==> config.mk <==
export PLATFORM = sky130hd
export DESIGN_NAME = mem_stage
export DESIGN_NICKNAME = d
export VERILOG_FILES = /design/src/rtl/mem_stage.sv
export SDC_FILE = /design/constraint.sdc
export NUM_CORES = 1
export LEC_CHECK = 0
export CORE_AREA = 2 2 175 108
export CTS_BUF_LIST = sky130_fd_sc_hd__clkbuf_16
export CTS_CLUSTER_SIZE = 30
export DETAILED_ROUTE_END_ITERATION = 10
export DIE_AREA = 0 0 177 110
export GPL_TIMING_DRIVEN = 0
export PLACE_DENSITY = 0.67
export SLEW_MARGIN = 5
export SYNTH_ARGS = -nofsm -noshare
export SYNTH_HDL_FRONTEND = slang
export SYNTH_SLANG_ARGS = --single-unit
==> constraint.sdc <==
create_clock -name clk -period 4.7 [get_ports clk]
set_input_delay 0.705 -clock clk [delete_from_list [all_inputs] [get_ports clk]]
set_output_delay 0.705 -clock clk [all_outputs]
set_load 0.03 [all_outputs]
==> src/rtl/mem_stage.sv <==
// mem_stage: load/store unit of the Buceros pipeline; drives a req/ack data bus and
// produces the registered MEM-stage register-write result.
module mem_stage #(
    parameter int ADDR_W = 32,
    parameter int DATA_W = 32
) (
    input  logic              clk,
    input  logic              rst,
    input  logic              valid_i,
    input  logic              wmem_en_i,
    input  logic              rmem_en_i,
    input  logic [2:0]        funct3_i,
    input  logic [31:0]       addr_i,
    input  logic [31:0]       store_data_i,
    input  logic              wreg_en_i,
    input  logic [4:0]        wreg_addr_i,
    output logic              stall_o,
    output logic              dbus_req_o,
    output logic              dbus_we_o,
    output logic [ADDR_W-1:0] dbus_addr_o,
    output logic [3:0]        dbus_wstrb_o,
    output logic [DATA_W-1:0] dbus_wdata_o,
    input  logic              dbus_ack_i,
    input  logic [DATA_W-1:0] dbus_rdata_i,
    output logic              mem_wreg_en_o,
    output logic [4:0]        mem_wreg_addr_o,
    output logic [31:0]       mem_wreg_data_o,
    output logic              misaligned_o
);
    typedef enum logic {IDLE, WAIT} state_t;
    state_t state_q, state_d;
    logic req_q, req_d, we_q, we_d, ld_q, ld_d, b_q, b_d, h_q, h_d, uns_q, uns_d;
    logic wen_q, wen_d, en_q, en_d, mis_q, mis_d;
    logic [ADDR_W-1:0] baddr_q, baddr_d;
    logic [3:0] wstrb_q, wstrb_d;
    logic [DATA_W-1:0] wdata_q, wdata_d;
    logic [1:0] off_q, off_d;
    logic [4:0] rd_q, rd_d, waddr_q, waddr_d;
    logic [31:0] data_q, data_d, sh, ld_val;
    logic is_mem, is_b, is_h, misal, start;

    assign is_mem = valid_i & (rmem_en_i | wmem_en_i);
    assign is_b   = funct3_i == 3'b000 || funct3_i == 3'b100;
    assign is_h   = funct3_i == 3'b001 || funct3_i == 3'b101;
    assign misal  = is_h ? addr_i[0] : ~is_b & |addr_i[1:0];
    assign start  = state_q == IDLE && is_mem && !misal;
    assign stall_o = state_q == IDLE ? start : ~dbus_ack_i;
    // Lane of interest is shifted down to bit 0 before extension.
    assign sh     = dbus_rdata_i >> {off_q, 3'b000};
    assign ld_val = b_q ? {{24{~uns_q & sh[7]}}, sh[7:0]} :
                    h_q ? {{16{~uns_q & sh[15]}}, sh[15:0]} : dbus_rdata_i;

    always_comb begin
        state_d = state_q;
        req_d   = req_q;
        we_d    = we_q;
        baddr_d = baddr_q;
        wstrb_d = wstrb_q;
        wdata_d = wdata_q;
        ld_d    = ld_q;
        b_d     = b_q;
        h_d     = h_q;
        uns_d   = uns_q;
        off_d   = off_q;
        rd_d    = rd_q;
        wen_d   = wen_q;
        en_d    = 1'b0;
        waddr_d = '0;
        data_d  = '0;
        mis_d   = 1'b0;
        if (state_q == IDLE) begin
            if (is_mem && misal) begin
                mis_d = 1'b1;
            end else if (start) begin
                state_d = WAIT;
                req_d   = 1'b1;
                we_d    = wmem_en_i;
                baddr_d = {addr_i[ADDR_W-1:2], 2'b00};
                wstrb_d = !wmem_en_i ? 4'b0000 : is_b ? 4'b0001 << addr_i[1:0] :
                          is_h ? 4'b0011 << addr_i[1:0] : 4'b1111;
                wdata_d = is_b ? {4{store_data_i[7:0]}} :
                          is_h ? {2{store_data_i[15:0]}} : store_data_i;
                ld_d    = rmem_en_i;
                b_d     = is_b;
                h_d     = is_h;
                uns_d   = funct3_i[2];
                off_d   = addr_i[1:0];
                rd_d    = wreg_addr_i;
                wen_d   = wreg_en_i;
            end else if (valid_i) begin
                en_d    = wreg_en_i & |wreg_addr_i;
                waddr_d = wreg_addr_i;
                data_d  = addr_i;
            end
        end else if (dbus_ack_i) begin
            state_d = IDLE;
            req_d   = 1'b0;
            en_d    = ld_q & wen_q & |rd_q;
            waddr_d = rd_q;
            data_d  = ld_q ? ld_val : '0;
        end
    end

    always_ff @(posedge clk or posedge rst) begin
        if (rst) begin
            state_q <= IDLE;
            req_q   <= 1'b0;
            we_q    <= 1'b0;
            baddr_q <= '0;
            wstrb_q <= '0;
            wdata_q <= '0;
            ld_q    <= 1'b0;
            b_q     <= 1'b0;
            h_q     <= 1'b0;
            uns_q   <= 1'b0;
            off_q   <= '0;
            rd_q    <= '0;
            wen_q   <= 1'b0;
            en_q    <= 1'b0;
            waddr_q <= '0;
            data_q  <= '0;
            mis_q   <= 1'b0;
        end else begin
            state_q <= state_d;
            req_q   <= req_d;
            we_q    <= we_d;
            baddr_q <= baddr_d;
            wstrb_q <= wstrb_d;
            wdata_q <= wdata_d;
            ld_q    <= ld_d;
            b_q     <= b_d;
            h_q     <= h_d;
            uns_q   <= uns_d;
            off_q   <= off_d;
            rd_q    <= rd_d;
            wen_q   <= wen_d;
            en_q    <= en_d;
            waddr_q <= waddr_d;
            data_q  <= data_d;
            mis_q   <= mis_d;
        end
    end

    assign dbus_req_o      = req_q;
    assign dbus_we_o       = we_q;
    assign dbus_addr_o     = baddr_q;
    assign dbus_wstrb_o    = wstrb_q;
    assign dbus_wdata_o    = wdata_q;
    assign mem_wreg_en_o   = en_q;
    assign mem_wreg_addr_o = waddr_q;
    assign mem_wreg_data_o = data_q;
    assign misaligned_o    = mis_q;
endmodule

-- After elaboration in Yosys (flattened, before gate mapping)
Cells that the tools add are included.
- register bits: 120
- latch bits: 0
- memory bits (writable): 0
- bits in read-only memories: 0
- input bits: 111
- output and inout bits: 110
- logic and storage cells: 86
- memories: 0
- add/sub/neg operators: 0
- multiply operators: 0
- div/mod/pow operators: 0
- magnitude comparators: 0
- eq/ne operators: 5
- shifts and indexed selects: 3
- muxes and demuxes: 35
- bitwise logic cells: 13
- reductions and logical operators: 13
- operators with widths (cell ; count):
    two-way mux 32 bit ; 10
    >> shifter 32 x 5 -> 16 bit ; 1
    two-way mux 5 bit ; 5
    two-way mux 1 bit ; 17
    two-way mux 4 bit ; 3
    OR reduction 5 bit ; 2
    AND 1 bit ; 7
    == test 3 bit, second input constant ; 2
    AND reduction 3 bit ; 2
    inverter 1 bit ; 5
    inequality test 2 bit, second input constant ; 2
    left shift 1 x 2 -> 4 bit, first input constant ; 1
    left shift 2 x 2 -> 4 bit, first input constant ; 1
    == test 3 x 1 -> 1 bit, second input constant ; 1
    logical AND 1 bit ; 3
    zero test 3 bit ; 1
    logical OR 1 bit ; 2
    nonzero test 2 bit ; 1
    OR reduction 2 bit ; 1
    zero test 1 bit ; 1
    OR 1 bit ; 1

-- Logic depth before layout (Yosys ltp)
- word-level depth: 10
- mapped depth: 9

-- Least setup slack after synthesis
OpenSTA, ideal clock, no wires.
- path kind: input to output
- from: input port funct3_i[0]
- to: output port stall_o
- data arrival time: 2.289 ns
- data required time: 3.995 ns
- path slack: 1.706 ns
- stages: 7
- path buffers: 4
- path through: buf_2 > and3b_1 > or4_1 > buf_2 > buf_2 > buf_6 > o21ai_0
- word-level cells in the longest chain between the ends: 8
- RTL lines (element ; RTL line ; RTL):
    from (decl) ; 12 ; input logic [2:0] funct3_i,
    == test 3 bit / zero test 3 bit (equally long branches) ; 43 ; assign is_b = funct3_i == 3'b000 || funct3_i == 3'b100;
    logical OR 1 bit ; 43 ;
    inverter 1 bit ; 45 ; assign misal = is_h ? addr_i[0] : ~is_b & |addr_i[1:0];
    AND 1 bit ; 45 ;
    two-way mux 1 bit (*) ; 45 ;
    zero test 1 bit (*) ; 46 ; assign start = state_q == IDLE && is_mem && !misal;
    logical AND 1 bit (*) ; 46 ;
    two-way mux 1 bit (*) ; 47 ; assign stall_o = state_q == IDLE ? start : ~dbus_ack_i;
    to (decl) ; 17 ; output logic stall_o,
Every way passes the cells marked *; elsewhere a longest branch is shown, timed or not.

-- Final worst setup path
- from: input port addr_i[1]
- to: output port stall_o
- word-level cells in the longest chain between the ends: 6
- RTL lines (element ; RTL line ; RTL):
    from (decl) ; 13 ; input logic [31:0] addr_i,
    OR reduction 2 bit ; 45 ;
    AND 1 bit ; 45 ;
    two-way mux 1 bit ; 45 ;
    zero test 1 bit ; 46 ;
    logical AND 1 bit ; 46 ;
    two-way mux 1 bit ; 47 ;
No other way between the ends.

==> qor_table.md <==
| Step | Parameter | Value |
|---|---|---|
| cells and area | Utilization after layout | 47.9% |
| synthesis | Yosys warns | 0 |
| routing | Post-detailed-route DRC marker count | 0 |
| timing | Worst-case headroom to the max-slew limit | 31.2% |
| timing | Tightest hold margin | 471 ps |
| floorplan | Vertical die dimension | 110 µm |
| timing | Maximum clock skew at final layout | 11.6 ps |
| global route | Wire length of the first global-routing pass | 30,200 µm |
| synthesis | Area of the mapped netlist | 0.00546 mm² |
| floorplan | Placeable core area | 0.0178 mm² |
| clocking | Clock edge transition at the registers on the reported setup and hold paths | 50 ps |
| synthesis | Post-synthesis sequential area ratio | 55.0% |
| power and ir drop | Internal power | 2.60 mW |
| routing | Detailed Route Iter0 Violations | 452 |
| placed design | Half-perimeter wire length of the detailed placement result | 15,100 µm |
| floorplan | Top-Level Pins | 221 |
| timing | Setup repair after global routing missed its margin | false |
| synthesis | Share of synthesized flip-flops with an asynchronous set or reset | 100% |
| clocking | Insertion delay of the later-clocked pin in the worst-skew pair | 400 ps |
| power and ir drop | Worst vdd rail ir drop | 0.211 mV |
| setup path | Launching element type of the critical path | input pin |
| timing | Final clock period utilization by the worst path | 91.4% |
| power and ir drop | Switching power summed over all nets | 1.40 mW |
| clocking | Post-cts repair resize count | 0 |
| clocking | Clock root buffer | clkbuf_16 |
| synthesis | Number of flops mapped to enable cells by yosys | 0 |
| clocking | Post-CTS Setup Bufs | 0 |
| placed design | RD Place Congestion | 0.899 |
| floorplan | Starting density of the core | 30.6% |
| synthesis | Synthesized netlist cell count | 611 |
| timing | Least-Margin Pin Slew | 1030 ps |
| setup path | Worst endpoint required time | 3990 ps |
| routing | WL/cell | 18.1 µm |
| timing | Final setup violation count | 0 |
| clocking | CTS H-tree depth | 4 |
| hold path | Class of the tightest hold or removal check | register to register |
| floorplan | Die Area | 0.0195 mm² |
| routing | Via/cell ratio | 4.79 |
| power and ir drop | Switching portion of total power | 35.1% |
| routing | Detail Route Antenna Nets | 0 |
| setup path | Setup slack, reg-to-reg | 2360 ps |
| global route | Total routing resource utilization after global routing | 20.7% |
| clocking | CTS sink cnt | 120 |
| power and ir drop | PD cells | 469 mW/mm² |
| clocking | Number of buffers created by CTS | 17 |
| clocking | TritonCTS clock tree | built |
| global route | Maximum number of pins on one net before global-route repair | 86 |
| synthesis | Primary flip-flop cell chosen by synthesis mapping | dfrtp_1 |
| global route | Number of global-route vias before repair | 5,152 |
| cells and area | Layout Nets | 963 |
| cells and area | Fraction of layout cells with a size suffix above 1 | 5.47% |
| run | Max-capacitance violation count | 0 |
| timing | Final hold viol count | 0 |
| synthesis | Post-synthesis area per instance | 8.93 µm² |
| synthesis | Register bit total from synthesis | 120 |
| global route | Antenna violations before repair | 0 |
| cells and area | Diode count | 0 |
| clocking | Post-cts hold buffer count | 0 |
| routing | Total Routed Length | 20,000 µm |
| cells and area | Area delta synth->final | 56.5% |
| setup path | Type of destination of the critical path | primary output |
| status | Run status | complete, no violations |
| floorplan | Floorplan row count | 38 |
| timing | Max Slew Vio Count | 0 |
| synthesis | Post-synth cell types | 40 |
| setup path | Critical-path maximum fanout | 10 |
| setup path | Setup CP Type | input pin to primary output |
| global route | Total overflow reported by the global router | 0 |
| timing | Final critical-path required period | 4290 ps |
| placed design | Port buffer count | 216 |
| power and ir drop | Share of total power in combinational logic | 33.9% |
| timing | Maximum clock frequency | 0.233 GHz |
| clocking | Clock buffer depth | 2 |
| setup path | Crit path arrival time | 3590 ps |
| routing | Total via count in the routed design | 5,266 |
| power and ir drop | Total power draw | 4.00 mW |
| routing | Detailed-routing iteration count for the pre-antenna-repair pass | 5 |
| power and ir drop | Share of total power in the clock network | 32.7% |
| power and ir drop | Sequential share of power | 33.4% |
| power and ir drop | Leakage power total | 3.82 nW |
| floorplan | X dimension of the die | 177 µm |
[area by class of cell]
type                            count  area (µm²)
Clock buffer                       17         425
Fill cell                        1732        9290
Tap cell                          240         300
Timing Repair Buffer              217        2190
Buffer                             43         186
Clock inverter                     14         159
Inverter                            8        35.0
Multi-Input combinational cell    441        2240
Sequential cell                   120        3000
[routing by layer]
metal	global-route usage, %	part of all wire [%]	vias up
met3	6.00	8.4	2
met2	29.0	41	220
met5	0	0	-
li1	-	-	2509
met1	31.6	51	2535
met4	3.36	0.15	0
[synth_stat cells, types with 2 or more instances]
| cell | instances | area [µm²] |
|---|---|---|
| a211oi_1 | 5 | 37.5 |
| a21o_1 | 2 | 15.0 |
| a21oi_1 | 24 | 120 |
| a22o_1 | 5 | 43.8 |
| a22oi_1 | 2 | 15.0 |
| a311oi_1 | 2 | 17.5 |
| buf_2 | 8 | 40.0 |
| buf_4 | 2 | 15.0 |
| clkbuf_1 | 31 | 116 |
| dfrtp_1 | 120 | 3000 |
| ha_1 | 4 | 50.1 |
| inv_1 | 8 | 30.0 |
| mux2_2 | 2 | 22.5 |
| mux2i_1 | 27 | 270 |
| nand2_1 | 208 | 781 |
| nand2b_1 | 10 | 62.6 |
| nand3_1 | 6 | 30.0 |
| nand3b_1 | 2 | 15.0 |
| nor2_1 | 31 | 116 |
| nor2b_1 | 8 | 50.1 |
| nor3_1 | 2 | 10.0 |
| o21ai_0 | 69 | 345 |
| o21ai_1 | 4 | 20.0 |
| o22ai_1 | 7 | 43.8 |
| o32ai_1 | 5 | 43.8 |
| or4_1 | 3 | 22.5 |
[power groups by stage]
stage	combinational [mW]	clock (mW)	sequential [mW]
3_5_place_dp	1.36	0	1.35
4_1_cts	1.36	1.34	1.34
6_report	1.36	1.31	1.34
3_3_place_gp	1.35	0	1.35
5_1_grt	1.46	1.40	1.36
2_1_floorplan	0.394	0	1.68
[cells by family after synthesis]
group	count (synthesis)	synth area share [%]
flip-flops	120	55.0
other	1	0.0687
AND/OR/NAND/NOR	275	20.7
multiplexers	30	5.78
buffers and inverters	51	3.97
adder cells (fa/ha/maj)	4	0.917
AO/OA/AOI/OAI	130	13.6
[layout by cell type (no fill, tap or decap), types with 7 or more instances in the layout]
cell / synthesis / routed
a21oi_1: 24 / 24
buf_2: 8 / 8
clkbuf_1: 31 / 31
clkbuf_16: 0 / 17
clkdlybuf4s50_1: 0 / 216
dfrtp_1: 120 / 120
inv_1: 8 / 8
mux2i_1: 27 / 27
nand2_1: 208 / 208
nand2b_1: 10 / 10
nor2_1: 31 / 31
nor2b_1: 8 / 8
o21ai_0: 69 / 69
o22ai_1: 7 / 7
[per-stage QoR]
stage	instance area (µm²)	setup TNS (ps)	setup slack (ps)	instances
2_1_floorplan	5460	0	809	612
3_3_place_gp	7920	-141990	-1190	1068
3_5_place_dp	7960	0	368	1069
4_1_cts	8540	0	380	1100
5_1_grt	8540	0	237	1100
6_report	8540	0	406	1100
[final timing paths]
kind,end,cells past startpoint,startpoint
setup / recovery,stall_o,10,addr_i[1]
hold / removal,dbus_addr_o[4],2,dbus_addr_o[4]
setup reg to reg,mem_wreg_data_o[14],7,off_q[1]
hold reg to reg,dbus_addr_o[4],2,dbus_addr_o[4]
max in group asynchronous,mem_wreg_data_o[15],3,rst
min in group asynchronous,dbus_addr_o[22],2,rst
[sequential cells by signal, indices dropped and copies added (netlist names)]
signal	cells
dbus_wdata_o	32
h_q	1
dbus_we_o	1
dbus_req_o	1
off_q	2
dbus_wstrb_o	4
b_q	1
mem_wreg_en_o	1
rd_q	5
misaligned_o	1
state_q	1
mem_wreg_data_o	32
dbus_addr_o	30
ld_q	1
uns_q	1
wen_q	1
mem_wreg_addr_o	5
[worst max-delay path: stages]
cell and delay, ps:
clkdlybuf4s50_1 560, inv_1 180, ha_1 170, nor2b_1 80
or4_1 520, buf_2 200, buf_2 210, buf_6 160
o21ai_0 70, clkdlybuf4s50_1 710
Note: power is estimated with default switching activity, not from simulation.
